==> src/rtl/adda_pkg.sv <==
`default_nettype none
// ============================================================================
//  Module      : adda_pkg
//  Description : Shared types and constants for the J2 ADC/DAC sequencer.
//  Revision    : 1.0 - initial release
// ============================================================================
package adda_pkg;

    // DAC source selection, encoded as the 2-bit i_src_sel input
    typedef enum logic [1:0] {
        SRC_LOOP = 2'd0,
        SRC_RAMP = 2'd1,
        SRC_HOST = 2'd2,
        SRC_HOLD = 2'd3
    } src_e;

    // Sequencer control states
    typedef enum logic [1:0] {
        ST_IDLE  = 2'd0,
        ST_PRIME = 2'd1,
        ST_RUN   = 2'd2,
        ST_STOP  = 2'd3
    } state_e;

    // DAC word played while the ADC pipeline is being primed
    localparam logic [7:0] DAC_MIDSCALE = 8'h80;

endpackage
`default_nettype wire

==> src/rtl/adda_clkgen.sv <==
`default_nettype none
// ============================================================================
//  Module      : adda_clkgen
//  Description : Converter clock generator. Produces o_ad_clk / o_da_clk with a
//                half period of (i_div_q+1) cycles, a combinational rise
//                strobe (the edge where o_ad_clk goes high) and a period-end
//                strobe used to finish a stop request cleanly.
//  Revision    : 1.0 - initial release
// ============================================================================
module adda_clkgen #(
    parameter int DIV_W = 16
) (
    input  logic             i_clk,
    input  logic             i_rst_n,
    input  logic             i_run,
    input  logic             i_stop,
    input  logic [DIV_W-1:0] i_div_q,
    output logic             o_ad_clk,
    output logic             o_da_clk,
    output logic             o_rise,
    output logic             o_period_end
);

    logic [DIV_W-1:0] r_cnt;
    logic             r_fresh;
    logic [DIV_W-1:0] w_cnt_next;
    logic             w_fresh_next;
    logic             w_ad_next;
    logic             w_da_next;
    logic             w_active;
    logic             w_phase_end;
    logic             w_low_done;

    // r_fresh lets the very first rise happen on the edge right after start,
    // without waiting out a low phase.
    assign w_active     = i_run | i_stop;
    assign w_phase_end  = (r_cnt == i_div_q);
    assign w_low_done   = ~o_ad_clk & (w_phase_end | r_fresh);
    assign o_rise       = i_run & w_low_done;
    assign o_period_end = i_stop & w_low_done;

    // Phase counter and clock next-state decode
    always_comb begin
        w_cnt_next   = r_cnt + DIV_W'(1);
        w_ad_next    = o_ad_clk;
        w_fresh_next = r_fresh;
        if (!w_active) begin
            w_cnt_next   = '0;
            w_ad_next    = 1'b0;
            w_fresh_next = 1'b1;
        end else if (o_rise) begin
            w_cnt_next   = '0;
            w_ad_next    = 1'b1;
            w_fresh_next = 1'b0;
        end else if (o_period_end) begin
            w_cnt_next   = '0;
            w_ad_next    = 1'b0;
        end else if (o_ad_clk && w_phase_end) begin
            w_cnt_next   = '0;
            w_ad_next    = 1'b0;
        end
        // DAC clock is the registered complement while active, forced low at stop
        w_da_next = w_active & ~o_period_end & ~w_ad_next;
    end

    // Clock and counter registers
    always_ff @(posedge i_clk or negedge i_rst_n) begin
        if (!i_rst_n) begin
            r_cnt    <= '0;
            r_fresh  <= 1'b1;
            o_ad_clk <= 1'b0;
            o_da_clk <= 1'b0;
        end else begin
            r_cnt    <= w_cnt_next;
            r_fresh  <= w_fresh_next;
            o_ad_clk <= w_ad_next;
            o_da_clk <= w_da_next;
        end
    end

endmodule
`default_nettype wire

==> src/rtl/adda_sequencer.sv <==
`default_nettype none
// ============================================================================
//  Module      : adda_sequencer
//  Description : Sample-rate controller for the J2 8-bit ADC/DAC pair. Runs the
//                converter clocks, discards the ADC pipeline warm-up samples,
//                strobes captured words and selects the DAC source.
//  Revision    : 1.0 - initial release
// ============================================================================
module adda_sequencer
    import adda_pkg::*;
#(
    parameter int DIV_W       = 16,
    parameter int ADC_LATENCY = 3
) (
    input  logic             i_clk,
    input  logic             i_rst_n,
    input  logic             i_enable,
    input  logic [DIV_W-1:0] i_div,
    input  logic [1:0]       i_src_sel,
    input  logic [7:0]       i_host_data,
    input  logic             i_host_valid,
    output logic             o_host_ready,
    output logic             o_ad_clk,
    input  logic [7:0]       i_ad_data,
    output logic             o_da_clk,
    output logic [7:0]       o_da_data,
    output logic [7:0]       o_sample,
    output logic             o_sample_valid,
    output logic             o_underrun,
    output logic             o_busy
);

    localparam int             PC_W       = $clog2(ADC_LATENCY + 2);
    localparam logic [PC_W-1:0] PRIME_LAST = PC_W'(ADC_LATENCY - 1);

    state_e           r_state;
    state_e           w_state_next;
    logic [DIV_W-1:0] r_div_q;
    logic [PC_W-1:0]  r_prime_cnt;
    logic [7:0]       r_ramp;
    logic             w_start;
    logic             w_rise;
    logic             w_period_end;
    logic             w_run;
    logic             w_stop;
    src_e             w_src;

    assign w_src  = src_e'(i_src_sel);
    assign w_run  = (r_state == ST_PRIME) || (r_state == ST_RUN);
    assign w_stop = (r_state == ST_STOP);

    adda_clkgen #(
        .DIV_W (DIV_W)
    ) u_clkgen (
        .i_clk        (i_clk),
        .i_rst_n      (i_rst_n),
        .i_run        (w_run),
        .i_stop       (w_stop),
        .i_div_q      (r_div_q),
        .o_ad_clk     (o_ad_clk),
        .o_da_clk     (o_da_clk),
        .o_rise       (w_rise),
        .o_period_end (w_period_end)
    );

    // Next-state decode; a disable always wins over the PRIME->RUN move
    always_comb begin
        w_state_next = r_state;
        w_start      = 1'b0;
        case (r_state)
            ST_IDLE: begin
                if (i_enable) begin
                    w_start      = 1'b1;
                    w_state_next = (ADC_LATENCY == 0) ? ST_RUN : ST_PRIME;
                end
            end
            ST_PRIME: begin
                if (!i_enable)
                    w_state_next = ST_STOP;
                else if (w_rise && (r_prime_cnt == PRIME_LAST))
                    w_state_next = ST_RUN;
            end
            ST_RUN: begin
                if (!i_enable)
                    w_state_next = ST_STOP;
            end
            ST_STOP: begin
                if (w_period_end)
                    w_state_next = ST_IDLE;
            end
            default: w_state_next = ST_IDLE;
        endcase
    end

    // State register and busy flag
    always_ff @(posedge i_clk or negedge i_rst_n) begin
        if (!i_rst_n) begin
            r_state <= ST_IDLE;
            o_busy  <= 1'b0;
        end else begin
            r_state <= w_state_next;
            o_busy  <= (w_state_next != ST_IDLE);
        end
    end

    // Start-time latches and prime/ramp counters
    always_ff @(posedge i_clk or negedge i_rst_n) begin
        if (!i_rst_n) begin
            r_div_q     <= '0;
            r_prime_cnt <= '0;
            r_ramp      <= 8'd0;
        end else if (w_start) begin
            r_div_q     <= i_div;
            r_prime_cnt <= '0;
            r_ramp      <= 8'd0;
        end else if (w_rise) begin
            if (r_state == ST_PRIME)
                r_prime_cnt <= r_prime_cnt + PC_W'(1);
            else
                r_ramp <= r_ramp + 8'd1;
        end
    end

    // Sample capture, DAC source mux and host handshake at each rise
    always_ff @(posedge i_clk or negedge i_rst_n) begin
        if (!i_rst_n) begin
            o_sample       <= 8'd0;
            o_sample_valid <= 1'b0;
            o_host_ready   <= 1'b0;
            o_da_data      <= DAC_MIDSCALE;
            o_underrun     <= 1'b0;
        end else begin
            o_sample_valid <= 1'b0;
            o_host_ready   <= 1'b0;
            if (w_start) begin
                o_da_data  <= DAC_MIDSCALE;
                o_underrun <= 1'b0;
            end
            if (w_rise) begin
                o_sample <= i_ad_data;
                if (r_state == ST_PRIME) begin
                    o_da_data <= DAC_MIDSCALE;
                end else begin
                    o_sample_valid <= 1'b1;
                    case (w_src)
                        SRC_LOOP: o_da_data <= i_ad_data;
                        SRC_RAMP: o_da_data <= r_ramp;
                        SRC_HOST: begin
                            o_host_ready <= 1'b1;
                            if (i_host_valid)
                                o_da_data <= i_host_data;
                            else
                                o_underrun <= 1'b1;
                        end
                        default: o_da_data <= o_da_data;
                    endcase
                end
            end
        end
    end

endmodule
`default_nettype wire

==> config.mk <==
export PLATFORM = sky130hd
export DESIGN_NAME = adda_sequencer
export DESIGN_NICKNAME = d
export VERILOG_FILES = /design/src/rtl/adda_pkg.sv /design/src/rtl/adda_clkgen.sv /design/src/rtl/adda_sequencer.sv
export SDC_FILE = /design/constraint.sdc
export NUM_CORES = 1
export LEC_CHECK = 0
export CORE_MARGIN = 3
export CORE_UTILIZATION = 49
export DETAILED_ROUTE_END_ITERATION = 16
export GPL_ROUTABILITY_DRIVEN = 0
export PLACE_DENSITY = 0.77
export SETUP_SLACK_MARGIN = 0.3
export SLEW_MARGIN = 20
export SYNTH_ARGS = -nofsm -noshare
export SYNTH_HDL_FRONTEND = slang
export SYNTH_SLANG_ARGS = --single-unit
==> constraint.sdc <==
create_clock -name i_clk -period 1.83 [get_ports i_clk]
set_input_delay 0.2745 -clock i_clk [delete_from_list [all_inputs] [get_ports i_clk]]
set_output_delay 0.2745 -clock i_clk [all_outputs]
set_load 0.01 [all_outputs]
# After elaboration in Yosys (flattened, before gate mapping)
# Cells that the tools add are included.
dict set report word_totals {
  regBits 68
  inputBits 38
  output_inout_bits 22
}
dict set report op_classes {
  add_sub_neg 3
  n_eq_ne 10
  n_mux 39
  bitwise_logic 10
  n_reduce_logical 10
}
# op n
set op_table {}
lappend op_table {{$mux 16} 4}
lappend op_table {{$mux 8} 7}
lappend op_table {{$pmux 8 s3} 1}
lappend op_table {{$mux 1} 18}
lappend op_table {{$add 16x1->16 const B} 1}
lappend op_table {{$eq 16x16->1} 1}
lappend op_table {{$mux 2} 5}
lappend op_table {{$mux 3} 3}
lappend op_table {{$add 8x1->8 const B} 1}
lappend op_table {{$pmux 2 s4} 1}
lappend op_table {{$eq 2x2->1 const B} 3}
lappend op_table {{$reduce_bool 2->1} 3}
lappend op_table {{$and 1x1->1} 5}
lappend op_table {{$ne 5x1->1 const B} 1}
lappend op_table {{$eq 2x1->1 const B} 2}
lappend op_table {{$logic_not 2->1} 2}
lappend op_table {{$ne 2x2->1 const B} 2}
lappend op_table {{$reduce_and 2->1} 2}
lappend op_table {{$add 3x1->3 const B} 1}
lappend op_table {{$eq 3x2->1 const B} 1}
lappend op_table {{$not 1->1} 3}
lappend op_table {{$logic_and 1x1->1} 2}
lappend op_table {{$or 1x1->1} 2}
lappend op_table {{$logic_or 1x1->1} 1}

# Logic depth before layout (Yosys ltp)
# Gate-level depths: netlist of the first run.
dict set report depth {
  depth_word 9
  depth_mapped 10
}

# Cells and area by module
# A second synthesis of the first run with hierarchy kept.
dict set report unflattened {
  hier_cells 364
  hier_area_um2 3523.4
}
# mod n_inst cells_per_inst area_per_inst_um2
set by_module_without_submodules {}
lappend by_module_without_submodules {adda_sequencer 1 256 2411.1}
lappend by_module_without_submodules {adda_clkgen 1 108 1112.3}

# Least setup slack after synthesis of the first run
# Ideal clock, no wire load.
dict set report synth_timing {
  path_kind {register to register}
  from {reg u_clkgen.r_cnt[3]}
  to {reg o_busy}
  setup_ns 0.124
  t_arrival_ns 1.825
  slack_ns -0.119
  stages_incl_launch_ff 7
  n_path_buf 0
  path_cell_list {dfrtp_1 > xnor2_1 > nand4_2 > o41ai_4 > o31ai_2 > a31o_1 > or2_1}
}
dict set report synth_between {
  elab_chain_len 9
  word_cells_on_any_way 11
  cone_classes {eq/ne: 1; mux: 4; bitwise: 4; reduce/logical: 2}
}
# element line
set synth_rtl {}
lappend synth_rtl {{start, declared} adda_clkgen.sv:24} ;# logic [DIV_W-1:0] r_cnt;
lappend synth_rtl {{start signal, assigned} adda_clkgen.sv:74} ;# r_cnt <= w_cnt_next;
lappend synth_rtl {{$eq 16x16->1 (*)} adda_clkgen.sv:37} ;# assign w_phase_end = (r_cnt == i_div_q);
lappend synth_rtl {{$or 1x1->1 (*)} adda_clkgen.sv:38} ;# assign w_low_done = ~o_ad_clk & (w_phase_end | r_fresh);
lappend synth_rtl {{$and 1x1->1 (*)} adda_clkgen.sv:38}
lappend synth_rtl {{$and 1x1->1} adda_clkgen.sv:39} ;# assign o_rise = i_run & w_low_done;
lappend synth_rtl {{$logic_and 1x1->1} adda_sequencer.sv:80} ;# else if (w_rise && (r_prime_cnt == PRIME_LAST))
lappend synth_rtl {{$mux 2} adda_sequencer.sv:80}
lappend synth_rtl {{$mux 2} adda_sequencer.sv:78} ;# if (!i_enable)
lappend synth_rtl {{$pmux 2 s4 (*)} adda_sequencer.sv:70} ;# case (r_state)
lappend synth_rtl {{net w_state_next[1]} adda_sequencer.sv:37} ;# state_e w_state_next;
lappend synth_rtl {{$reduce_bool 2->1 (*)} adda_sequencer.sv:102} ;# o_busy <= (w_state_next != ST_IDLE);
lappend synth_rtl {{end signal, assigned} adda_sequencer.sv:102}
lappend synth_rtl {{end, declared} adda_sequencer.sv:30} ;# output logic o_busy
# Mark *: on every way through the listed nets, which the timed path passes. The rest lies on a longest branch.
# A chain may end at the register's enable or synchronous reset.

# Final worst setup path of the first run
dict set report layout_timing {
  from {reg r_div_q[10]}
  to {reg o_da_data[3]}
}
dict set report layout_between {
  elab_chain_len 5
  word_cells_on_any_way 6
  cone_classes {eq/ne: 2; mux: 1; bitwise: 3}
}
# element line
set layout_rtl {}
lappend layout_rtl {{start, declared} adda_sequencer.sv:38} ;# logic [DIV_W-1:0] r_div_q;
lappend layout_rtl {{start signal, assigned} adda_sequencer.sv:113} ;# r_div_q <= i_div;
lappend layout_rtl {{$eq 16x16->1 (*)} adda_clkgen.sv:37}
lappend layout_rtl {{$or 1x1->1 (*)} adda_clkgen.sv:38}
lappend layout_rtl {{$and 1x1->1 (*)} adda_clkgen.sv:38}
lappend layout_rtl {{$and 1x1->1 (*)} adda_clkgen.sv:39}
lappend layout_rtl {{$ne 5x1->1 (no line) or $mux 8 (tied branches)} n/a}
lappend layout_rtl {{end signal, assigned} adda_sequencer.sv:146} ;# SRC_LOOP: o_da_data <= i_ad_data;
lappend layout_rtl {{end signal, assigned} adda_sequencer.sv:147} ;# SRC_RAMP: o_da_data <= r_ramp;
lappend layout_rtl {{end signal, assigned} adda_sequencer.sv:151} ;# o_da_data <= i_host_data;
lappend layout_rtl {{end, declared} adda_sequencer.sv:26} ;# output logic [7:0] o_da_data,
# Mark *: on every way between the ends. The rest lies on a longest branch, timed or not.

==> results of run 1 <==
[power groups by stage]
stage / Clock [mW] / Combinational, mW / Sequential, mW
after floorplan: 0 / 2.12 / 2.51
after CTS: 1.51 / 4.34 / 2.45
after global placement: 0 / 3.57 / 2.46
final: 1.52 / 4.89 / 2.49
after detailed placement: 0 / 3.69 / 2.48
after global routing: 1.59 / 5.24 / 2.55
[final cells by class]
type	instances	area share
tap	99	0.0222
inverter	10	0.00761
multi-input combinational	300	0.392
clock inverter	6	0.0201
sequential	68	0.306
clock buffer	10	0.0228
timing repair buffer	135	0.229
[routing by layer]
layer	track usage	part of all wire
met1	0.310	0.40
met2	0.438	0.52
met3	0.0483	0.047
met4	0.121	0.031
met5	0	0
[sequential cells by signal, indices dropped and copies added (netlist names)]
| name | cells |
|---|---|
| o_sample_valid | 1 |
| r_prime_cnt | 3 |
| u_clkgen.o_ad_clk | 1 |
| r_div_q | 16 |
| o_sample | 8 |
| r_state | 2 |
| o_busy | 1 |
| o_host_ready | 1 |
| o_underrun | 1 |
| u_clkgen.r_fresh | 1 |
| r_ramp | 8 |
| o_da_data | 8 |
| u_clkgen.r_cnt | 16 |
| u_clkgen.o_da_clk | 1 |
[path summary, 6_finish.rpt]
kind / from / end / cells past startpoint
worst min register to register: o_sample[6] / o_sample[6] / 1
worst max register to register: r_div_q[10] / o_da_data[3] / 9
min in group asynchronous: i_rst_n / u_clkgen.r_cnt[13] / 3
worst max-delay path: r_div_q[10] / o_da_data[3] / 9
worst min-delay path: i_div[11] / r_div_q[11] / 3
max in group asynchronous: i_rst_n / o_da_data[7] / 3
[Yosys cell counts (3+ instances only)]
library cell,count,area share
o21ai_0,16,0.021
buf_2,4,0.0054
a22oi_1,7,0.014
dfrtp_1,66,0.44
and3_1,8,0.013
nand2_1,76,0.077
a21o_1,4,0.0081
nand2b_1,10,0.017
xor2_1,6,0.014
buf_1,3,0.0030
inv_1,9,0.0091
clkbuf_1,10,0.010
o31ai_1,4,0.0081
nor2_1,36,0.036
a21oi_1,15,0.020
ha_1,12,0.040
o311ai_0,3,0.0071
mux2_2,8,0.024
a211oi_1,7,0.014
o2bb2ai_1,7,0.016
nand4_1,3,0.0050
nand3_1,13,0.017
xnor2_1,24,0.056
or3_1,3,0.0050
[critical path, cell delays in order (launching register included)]
cell,delay (ns)
dfrtp_1,0.42
xnor2_2,0.22
nand4_2,0.23
buf_6,0.19
o41ai_4,0.35
buf_6,0.19
buf_6,0.12
a21oi_4,0.08
buf_6,0.15
o2bb2ai_4,0.11
[what timing repair did]
| item | in CTS | in global routing |
|---|---|---|
| endpoints found under the hold margin | 66 | 0 |
| buffers inserted | 15 | 8 |
| pin swaps | 21 | 18 |
| resized for setup | 51 | 39 |
| gates cloned | 1 | 1 |
| setup endpoints to repair | 72 | 78 |
| hold buffers | 1 | 0 |
[cells by family (layout without fill, tap and decap cells)]
kind of cell               count (synthesis)  after routing  synth area share
and+or+nand+nor                          168            169             0.213
AOI/OAI and AO/OA                         79             80             0.152
DFF                                       68             68             0.457
xor gates and xnor gates                  31             31            0.0749
buffers and inverters                     30            161            0.0376
adders and majority gates                 12             12            0.0403
muxes                                      8              8            0.0242
[metrics by stage]
stage                      util  cells  area (µm²)  setup WS, ns
after floorplan               -    396        3770        -0.106
after global placement    0.654    586        4790        -0.229
after detailed placement  0.654    586        4790        -0.270
after CTS                 0.731    619        5360        -0.258
after global routing      0.763    628        5590        -0.468
final                     0.763    628        5590        -0.354
==> impl_results.md, run 1 <==
- Status: finished, violations left
- Failing checks: negative setup slack
- Max Fclk: 458 MHz
- Crit end category: flop
- Worst-Margin Slew: 0.378 ns
- # rows: 31
- Max cap viols: 0
- Initial antenna violation count: 0
- Chip height: 93.2 µm
- Storage cell area: 1710 µm²
- Die area: 8690 µm²
- Final antenna-violating net count: 0
- EDFF count, synth: 0
- All-Layer GR Usage: 0.256
- Hold slack: 0.444 ns
- Crit-path max FO: 5
- Drt wl/cell: 18.1 µm
- Hold WC Path Type: input pin to flop
- Aggregate routed wire length: 11300 µm
- CTS tree: yes
- Maximum clock insertion buffer count: 2
- Commonest non-fill, non-tap cell in the layout: nand2_1
- Final setup fails: 51
- Max_slew headroom: 0.745
- Antenna Diode Count: 0
- Total CTS buffers: 9
- Reg power frac: 0.280
- Initial drt markers: 218
- Mean Syn Cell Area: 9.41 µm²
- Pwr Density: 1590 nW/µm²
- Fill cells: 450
- Layout cell share with drive strength beyond 1: 0.304
- Estimated wirelength of the detail-placed design: 6990 µm
- Fin crit share: 1.19
- Final worst setup slack: -0.354 ns
- Number of DRC violations after detailed routing: 0
- Vias in the first global route: 3641
- VDD IR max: 0.000829 V
- Clock transition at the registers of the reported paths: 0.08 ns
- Worst clock skew: 0.0131 ns
- Crit Path Category: flop to flop
- Crit start category: flop
- Top Ports: 60
- Leak: 2.59 nW
- Die Wd: 93.2 µm
- Fin nets: 574
- Fin Setup TNS: -13.40 ns
- Design Power: 8.90 mW
- Final hold violation count: 0
- Syn nets: 446
- Clk_lat worst skew: 0.35 ns
- Post-synth cell types: 56
- Core Area: 7330 µm²
- DRT Pass-1 Iters: 5
- I/O Buffers: 59
- Area occupied by multi-input gates: 2190 µm²
- Data required, critical path: 2.05 ns
- R2R setup slack: -0.35 ns
- Fin. max-slew vios: 0
- WP data arrival: 2.41 ns
- Switching share of total power: 0.393
- First-pass GRT wire length: 17400 µm
- Ys async rst share: 1.00
- Grt ovf: 0
- Area grow syn2layout: 50.0%
- Via density: 5.64
- Comb pwr share: 0.549
- CTS Sinks: 68
- Main synth FF type: dfrtp_1
- Post-layout minimum cycle time: 2.18 ns
- Synth Instances: 396
- RSZ-0062 raised after global routing: yes
- Register area share after synthesis: 0.457
- H-tree levels: 3
- Sw Pwr: 3.50 mW
- Cell area after synthesis: 3730 µm²
- Root Driver: clkbuf_8
- Via count: 3540
- Most frequent cells in the layout: 73 x nand2_1, 62 x dfrtp_1, 56 x buf_4, 38 x clkdlybuf4s50_1, 35 x nor2_1
- Synth Warn #: 0
- Int Power: 5.40 mW
- Clock share of power: 0.171
- Largest net degree at the start of global routing: 69
- Initial cell density of the core: 0.508
- Yosys reg bits: 68
(Power assumes the default switching activity.)
==> run 2, diff against run 1 <==
--- a/config.mk
+++ b/config.mk
@@ -5,7 +5,7 @@
 export SDC_FILE = /design/constraint.sdc
 export NUM_CORES = 1
 export LEC_CHECK = 0
-export CORE_MARGIN = 3
+export CORE_MARGIN = 10
 export CORE_UTILIZATION = 49
 export DETAILED_ROUTE_END_ITERATION = 16
 export GPL_ROUTABILITY_DRIVEN = 0
==> run 2 against run 1 <==
  * Critical path depth fell by 2
  * The flow still finishes with violations (negative setup slack)
  * Sequential power about the same
  * Count of clock-buffer cells in the layout is 3 higher
  * Power shrank 4.0%
  * Flip-flop and latch count unchanged
==> impl_results.md, run 2 (synthesis gave the netlist of run 1 again) <==
- Status: finished, violations left
- Failing checks: negative setup slack
- Gr busiest metal: met2
- Initial drt markers: 189 (-13%)
- Area occupied by multi-input gates: 2130 µm² (-2.9%)
- Crit-path max FO: 6 (+1)
- Reg-to-reg startpoint: u_clkgen.r_cnt[1]
- Final hold violation count: 0 (unchanged)
- Worst-Margin Slew: 0.365 ns (-0.0124 ns)
- Grt ovf: 0 (unchanged)
- Die Wd: 107 µm (+15%)
- Fin Setup TNS: -10.03 ns (+3.37 ns)
- Final setup fails: 51 (unchanged)
- Layout cell share with drive strength beyond 1: 0.273 (-0.0311)
- Final core occ: 0.746 (-0.0169)
- Critical Path Max Stage Delay: 0.43 ns (about the same)
- Most frequent cells in the layout: 74 x nand2_1, 65 x dfrtp_1, 55 x buf_4, 39 x clkdlybuf4s50_1, 33 x nor2_1
- Post-layout minimum cycle time: 2.12 ns (-0.0619 ns)
- Vias in the first global route: 3414 (-6.2%)
- Area grow syn2layout: 46.7%
- Commonest non-fill, non-tap cell in the layout: nand2_1
- Clock transition at the registers of the reported paths: 0.08 ns (about the same)
- VDD IR max: 0.000837 V (+0.87%)
- Leak: 2.48 nW (-4.3%)
- Top Ports: 60 (unchanged)
- Max Fclk: 471 MHz (+2.9%)
- Hold WC Path Type: input pin to flop
- Antenna Diode Count: 0 (unchanged)
- Root Driver: clkbuf_8
- Top Registers: r_div_q: 16 flops, u_clkgen.r_cnt: 16 flops
- Crit end category: flop
- R2R setup slack: -0.29 ns (+0.06 ns)
- Crit start category: flop
- Via density: 5.51 (-2.3%)
- Die area: 11500 µm² (+32%)
- Pre-CTS setup slack: -0.269 ns (+0.000979 ns)
- # rows: 31 (unchanged)
- Final antenna-violating net count: 0 (unchanged)
- CTS tree: yes
- Core Area: 7330 µm² (unchanged)
- Crit Path Category: flop to flop
- Fin crit share: 1.16 (-0.0338)
- Drt wl/cell: 17.6 µm (-2.8%)
- H-tree levels: 3 (unchanged)
- CP delay by family, top: compound AO/OA/AOI/OAI gates
- Initial antenna violation count: 0 (unchanged)
- Fin. max-slew vios: 0 (unchanged)
- Hold slack: 0.451 ns (+0.00703 ns)
- First-pass GRT wire length: 16400 µm (-5.6%)
- Non-filler instance count after layout: 626 (-0.32%)
- Final worst setup slack: -0.292 ns (+0.0619 ns)
- M3 GR Usage: 0.0491 (+0.000831)
- Storage cell area: 1710 µm² (-0.22%)
- Worst clock skew: 0.00826 ns (-0.00482 ns)
- Hold path start: i_div[8]
- Hold path depth: 3 (unchanged)
- Total CTS buffers: 9 (unchanged)
- Fill cells: 485 (+7.8%)
- Data required, critical path: 2.06 ns (about the same)
- Fin nets: 572 (-0.35%)
- Placed Cells: 593 (+1.2%)
- Clk_lat worst skew: 0.35 ns (about the same)
- Placed Area: 4860 µm² (+1.4%)
- Chip height: 107 µm (+15%)
- All-Layer GR Usage: 0.176 (-0.0796)
- Design Power: 8.54 mW (-4.0%)
- Aggregate routed wire length: 11000 µm (-3.1%)
- Largest net degree at the start of global routing: 69 (unchanged)
- Estimated wirelength of the detail-placed design: 7100 µm (+1.6%)
- Maximum clock insertion buffer count: 2 (unchanged)
- I/O Buffers: 59 (unchanged)
- Crit path cell chain: xnor2_1 > nand4_1 > o41ai_4 > buf_6 > o31ai_2 > a31o_1 > or2_1
- CTS Sinks: 68 (unchanged)
- WP data arrival: 2.35 ns (-0.06 ns)
- Worst r2r dst: o_busy
- Met2 GRT Util: 0.306 (-0.132)
- Crit path buffers/inverters: 1 (-3)
- Max cap viols: 0 (unchanged)
- R2r worst-path depth: 7 (-2)
- RSZ-0062 raised after global routing: yes
- Met1 GRT Util: 0.201 (-0.109)
- Via count: 3449 (-2.6%)
- DRT Pass-1 Iters: 4 (-1)
- Number of DRC violations after detailed routing: 0 (unchanged)
- Worst path slowest cell: o41ai_4
- Final Cell Area: 5470 µm² (-2.2%)
- Max_slew headroom: 0.754 (+0.00937)
- Pwr Density: 1560 nW/µm² (-1.9%)
- Initial cell density of the core: 0.508 (unchanged)
- Worst hold endpoint: r_div_q[8]
run 2: cell types whose count changed in the layout (fill, tap and decap cells not counted), sizes merged:
cell,previous run,this run
dlymetal6s2s,11,4
clkinv,4,2
buf,76,74
clkdlybuf4s50,38,39
dlygate4sd2,9,15
clkbuf,10,13
and2,3,2
nand2,77,78
bufinv,3,2
run 2: cell type report:
type | count | share of cell area
well taps | 99 | 0.0227
repair buffers | 133 | 0.226
multi-input cells | 300 | 0.390
clock buffers | 13 | 0.0291
clock inverters | 3 | 0.0126
inverters | 10 | 0.00778
flip-flops and latches | 68 | 0.312
run 2: repair_timing:
item	CTS	global route
setup endpoints to repair	67	71
resized for setup	29	42
hold buffers	1	0
hold endpoints to repair	66	0
pin swaps	13	17
gates cloned	1	1
setup buffers	7	7
run 2: worst reg2reg max path: cells and delay by family (launching register included):
kind / cells / cell delay, ns
flip-flops: 1 / 0.40
XOR/XNOR: 1 / 0.22
AO/OA/AOI/OAI: 3 / 0.71
buffers and inverters: 1 / 0.21
AND/OR/NAND/NOR: 2 / 0.48
run 2: worst max path at each step:
stage	startpoint	end	depth (start not counted)	slack, ns
6_report	u_clkgen.r_cnt[1]	o_busy	7	-0.29
4_1_cts	u_clkgen.r_cnt[9]	r_prime_cnt[2]	6	-0.22
2_1_floorplan	u_clkgen.r_cnt[9]	o_busy	6	-0.11
5_1_grt	u_clkgen.r_cnt[2]	o_busy	7	-0.35
3_5_place_dp	r_div_q[6]	r_ramp[4]	6	-0.27
3_3_place_gp	r_div_q[6]	r_ramp[4]	6	-0.25
run 2: layer usage:
layer | up-vias | part of all wire
met5 | - | 0
met4 | 0 | 0.021
met3 | 20 | 0.049
met2 | 99 | 0.54
met1 | 1706 | 0.39
li1 | 1624 | -
run 2: power by group:
part	internal [mW]	total (mW)	switching (mW)
registers	2.04	2.50	0.460
clock network	0.846	1.44	0.590
logic	2.30	4.60	2.30
total	5.19	8.54	3.35
==> run 3, diff against run 2 <==
==> constraint.sdc (replaced) <==
create_clock -name i_clk -period 1.83 [get_ports i_clk]
set_input_delay 0.183 -clock i_clk [delete_from_list [all_inputs] [get_ports i_clk]]
set_output_delay 0.183 -clock i_clk [all_outputs]
set_load 0.01 [all_outputs]
==> run 3 against run 2 <==
  * The run still ends with negative setup slack left
  * Critical path depth decreased by 1
  * Clock power decreased by 11%
  * Power increased by 3.3%
  * Combinational power increased by 8.9%
==> impl_results.md, run 3 (synthesis gave the netlist of run 1 again) <==
- Status: finished, violations left
- Failing checks: negative setup slack
- Via density: 5.59 (+1.5%)
- Fin Setup TNS: -10.82 ns (-0.789 ns)
- Worst-Margin Slew: 0.420 ns (+0.0551 ns)
- Aggregate routed wire length: 11300 µm (+3.0%)
- Commonest non-fill, non-tap cell in the layout: nand2_1
- CP delay by family, top: compound AO/OA/AOI/OAI gates
- R2r worst-path depth: 6 (-1)
- VDD IR max: 0.000958 V (+15%)
- Core Area: 7330 µm² (unchanged)
- Leak: 2.47 nW (-0.34%)
- First-pass GRT wire length: 16600 µm (+1.1%)
- Crit Path Category: flop to flop
- Max Fclk: 465 MHz (-1.3%)
- Levels on crit path: 6 (-1)
- WP data arrival: 2.39 ns (+0.04 ns)
- # rows: 31 (unchanged)
- Setup crit start: u_clkgen.r_cnt[11]
- Via count: 3479 (+0.87%)
- Data required, critical path: 2.07 ns (about the same)
- Clk_lat worst skew: 0.36 ns (about the same)
- Hold path depth: 3 (unchanged)
- Clock share of power: 0.146 (-0.022)
- Top Registers: r_div_q: 16 flops, u_clkgen.r_cnt: 16 flops
- R2R setup slack: -0.32 ns (-0.03 ns)
- Initial cell density of the core: 0.508 (unchanged)
- Placed Cells: 585 (-1.3%)
- Fin. max-slew vios: 0 (unchanged)
- Layout cell share with drive strength beyond 1: 0.321 (+0.0480)
- Crit start category: flop
- Final core occ: 0.766 (+0.0201)
- DRT Pass-1 Iters: 4 (unchanged)
- Non-filler instance count after layout: 622 (-0.64%)
- Area grow syn2layout: 50.7%
- Final hold violation count: 0 (unchanged)
- Chip height: 107 µm (unchanged)
- Fin nets: 568 (-0.70%)
- Top Ports: 60 (unchanged)
- Crit path cell chain: xnor2_1 > nand4_2 > o41a_1 > nor2_4 > a21oi_1 > a211o_1
- Worst clock skew: 0.00903 ns (+0.000771 ns)
- Number of DRC violations after detailed routing: 0 (unchanged)
- Worst path slowest cell: o41a_1
- Initial drt markers: 296 (+57%)
- Final Cell Area: 5620 µm² (+2.7%)
- Vias in the first global route: 3530 (+3.4%)
- Root Driver: clkbuf_8
- Final worst setup slack: -0.319 ns (-0.0271 ns)
- Final antenna-violating net count: 0 (unchanged)
- Critical Path Max Stage Delay: 0.60 ns (+0.17 ns)
- Comb pwr share: 0.568 (+0.030)
- Maximum clock insertion buffer count: 2 (unchanged)
- Initial antenna violation count: 0 (unchanged)
- I/O Buffers: 59 (unchanged)
- Worst r2r dst: r_ramp[4]
- Max cap viols: 0 (unchanged)
- Antenna Diode Count: 0 (unchanged)
- Hold WC Path Type: input pin to flop
- Die Wd: 107 µm (unchanged)
- Placed Area: 4800 µm² (-1.1%)
- Most frequent cells in the layout: 74 x nand2_1, 63 x dfrtp_1, 51 x buf_4, 50 x clkdlybuf4s50_1, 19 x nor2_1
- Reg-to-reg startpoint: u_clkgen.r_cnt[11]
- Final setup fails: 51 (unchanged)
- All-Layer GR Usage: 0.178 (+0.00200)
- Pwr Density: 1570 nW/µm² (+0.54%)
- Estimated wirelength of the detail-placed design: 7100 µm (about the same)
- Total CTS buffers: 9 (unchanged)
- Sw Pwr: 3.56 mW (+6.4%)
- Crit path buffers/inverters: 0 (-1)
- Switching share of total power: 0.404 (+0.0120)
- Die area: 11500 µm² (unchanged)
- Grt ovf: 0 (unchanged)
- Largest net degree at the start of global routing: 69 (unchanged)
- Max_slew headroom: 0.720 (-0.0347)
- Fin crit share: 1.17 (+0.0148)
- CTS tree: yes
- Worst setup path endpoint: r_ramp[4]
- Clock transition at the registers of the reported paths: 0.08 ns (about the same)
- Reg power frac: 0.287 (-0.006)
- Int Power: 5.25 mW (+1.2%)
- Drt wl/cell: 18.2 µm (+3.7%)
- RSZ-0062 raised after global routing: yes
- Crit end category: flop
- Post-layout minimum cycle time: 2.15 ns (+0.0271 ns)
- Crit-path max FO: 5 (-1)
- CTS Sinks: 68 (unchanged)
- H-tree levels: 3 (unchanged)
run 3: cell count changes in the layout (fill, tap and decap cells not counted), moves of 3 or more:
cell / change
nor2_2: +8
buf_4: -4
buf_6: -4
clkdlybuf4s50_1: +11
o2bb2ai_4: +3
nor2_1: -14
nor2_4: +6
dlygate4sd2_1: -11
and2_4: +3
run 3: final cells by class:
class	count	area (µm²)
well taps	99	124
fillers	426	1720
multi-input cells	300	2280
inverters	10	42.5
flip-flops and latches	68	1710
repair buffers	129	1260
clock inverters	6	63.8
clock buffers	10	138
run 3: power by group through the flow:
stage | sequential (mW) | clock [mW] | combinational [mW]
2_1_floorplan | 2.51 | 0 | 2.12
3_5_place_dp | 2.48 | 0 | 3.79
3_3_place_gp | 2.45 | 0 | 3.68
4_1_cts | 2.49 | 1.27 | 4.40
6_report | 2.53 | 1.28 | 5.01
5_1_grt | 2.57 | 1.37 | 5.33
run 3: worst min path at each step:
stage | from | endpoint | slack (ns)
final | i_div[12] | r_div_q[12] | 0.35
after global routing | i_div[12] | r_div_q[12] | 0.35
after CTS | i_div[12] | r_div_q[12] | 0.35
after detailed placement | i_rst_n | u_clkgen.o_da_clk | 0.24
after global placement | i_rst_n | u_clkgen.o_da_clk | 0.23
after floorplan | i_rst_n | o_busy | -0.11
run 3: metal layers:
metal / part of all wire / global-route usage / wire (µm)
met3: 0.052 / 0.0365 / 586
met4: 0.020 / 0.0774 / 225
met5: 0 / 0 / 0
met2: 0.54 / 0.316 / 6100
met1: 0.39 / 0.202 / 4410
run 3: per-stage QoR:
stage | power (mW) | setup WS (ns) | hold WS, ns
2_1_floorplan | 4.63 | -0.106 | -0.113
3_3_place_gp | 6.13 | -0.186 | 0.230
3_5_place_dp | 6.27 | -0.293 | 0.240
4_1_cts | 8.16 | -0.196 | 0.355
5_1_grt | 9.26 | -0.362 | 0.352
6_report | 8.82 | -0.319 | 0.346
run 3: tightest hold or removal path, delay by kind of cell:
kind	cells	cell delay (ns)
buf+inv	1	0.39
simple gates	2	0.10
run 3: timing repair:
| action | 4_1_cts | 5_1_grt |
|---|---|---|
| pin swaps | 18 | 15 |
| hold buffers | 1 | 0 |
| buffers inserted | 13 | 4 |
| endpoints found under the hold margin | 66 | 0 |
| gates cloned | 1 | 2 |
| endpoints found under the setup margin | 66 | 69 |
| gates resized for setup | 45 | 55 |
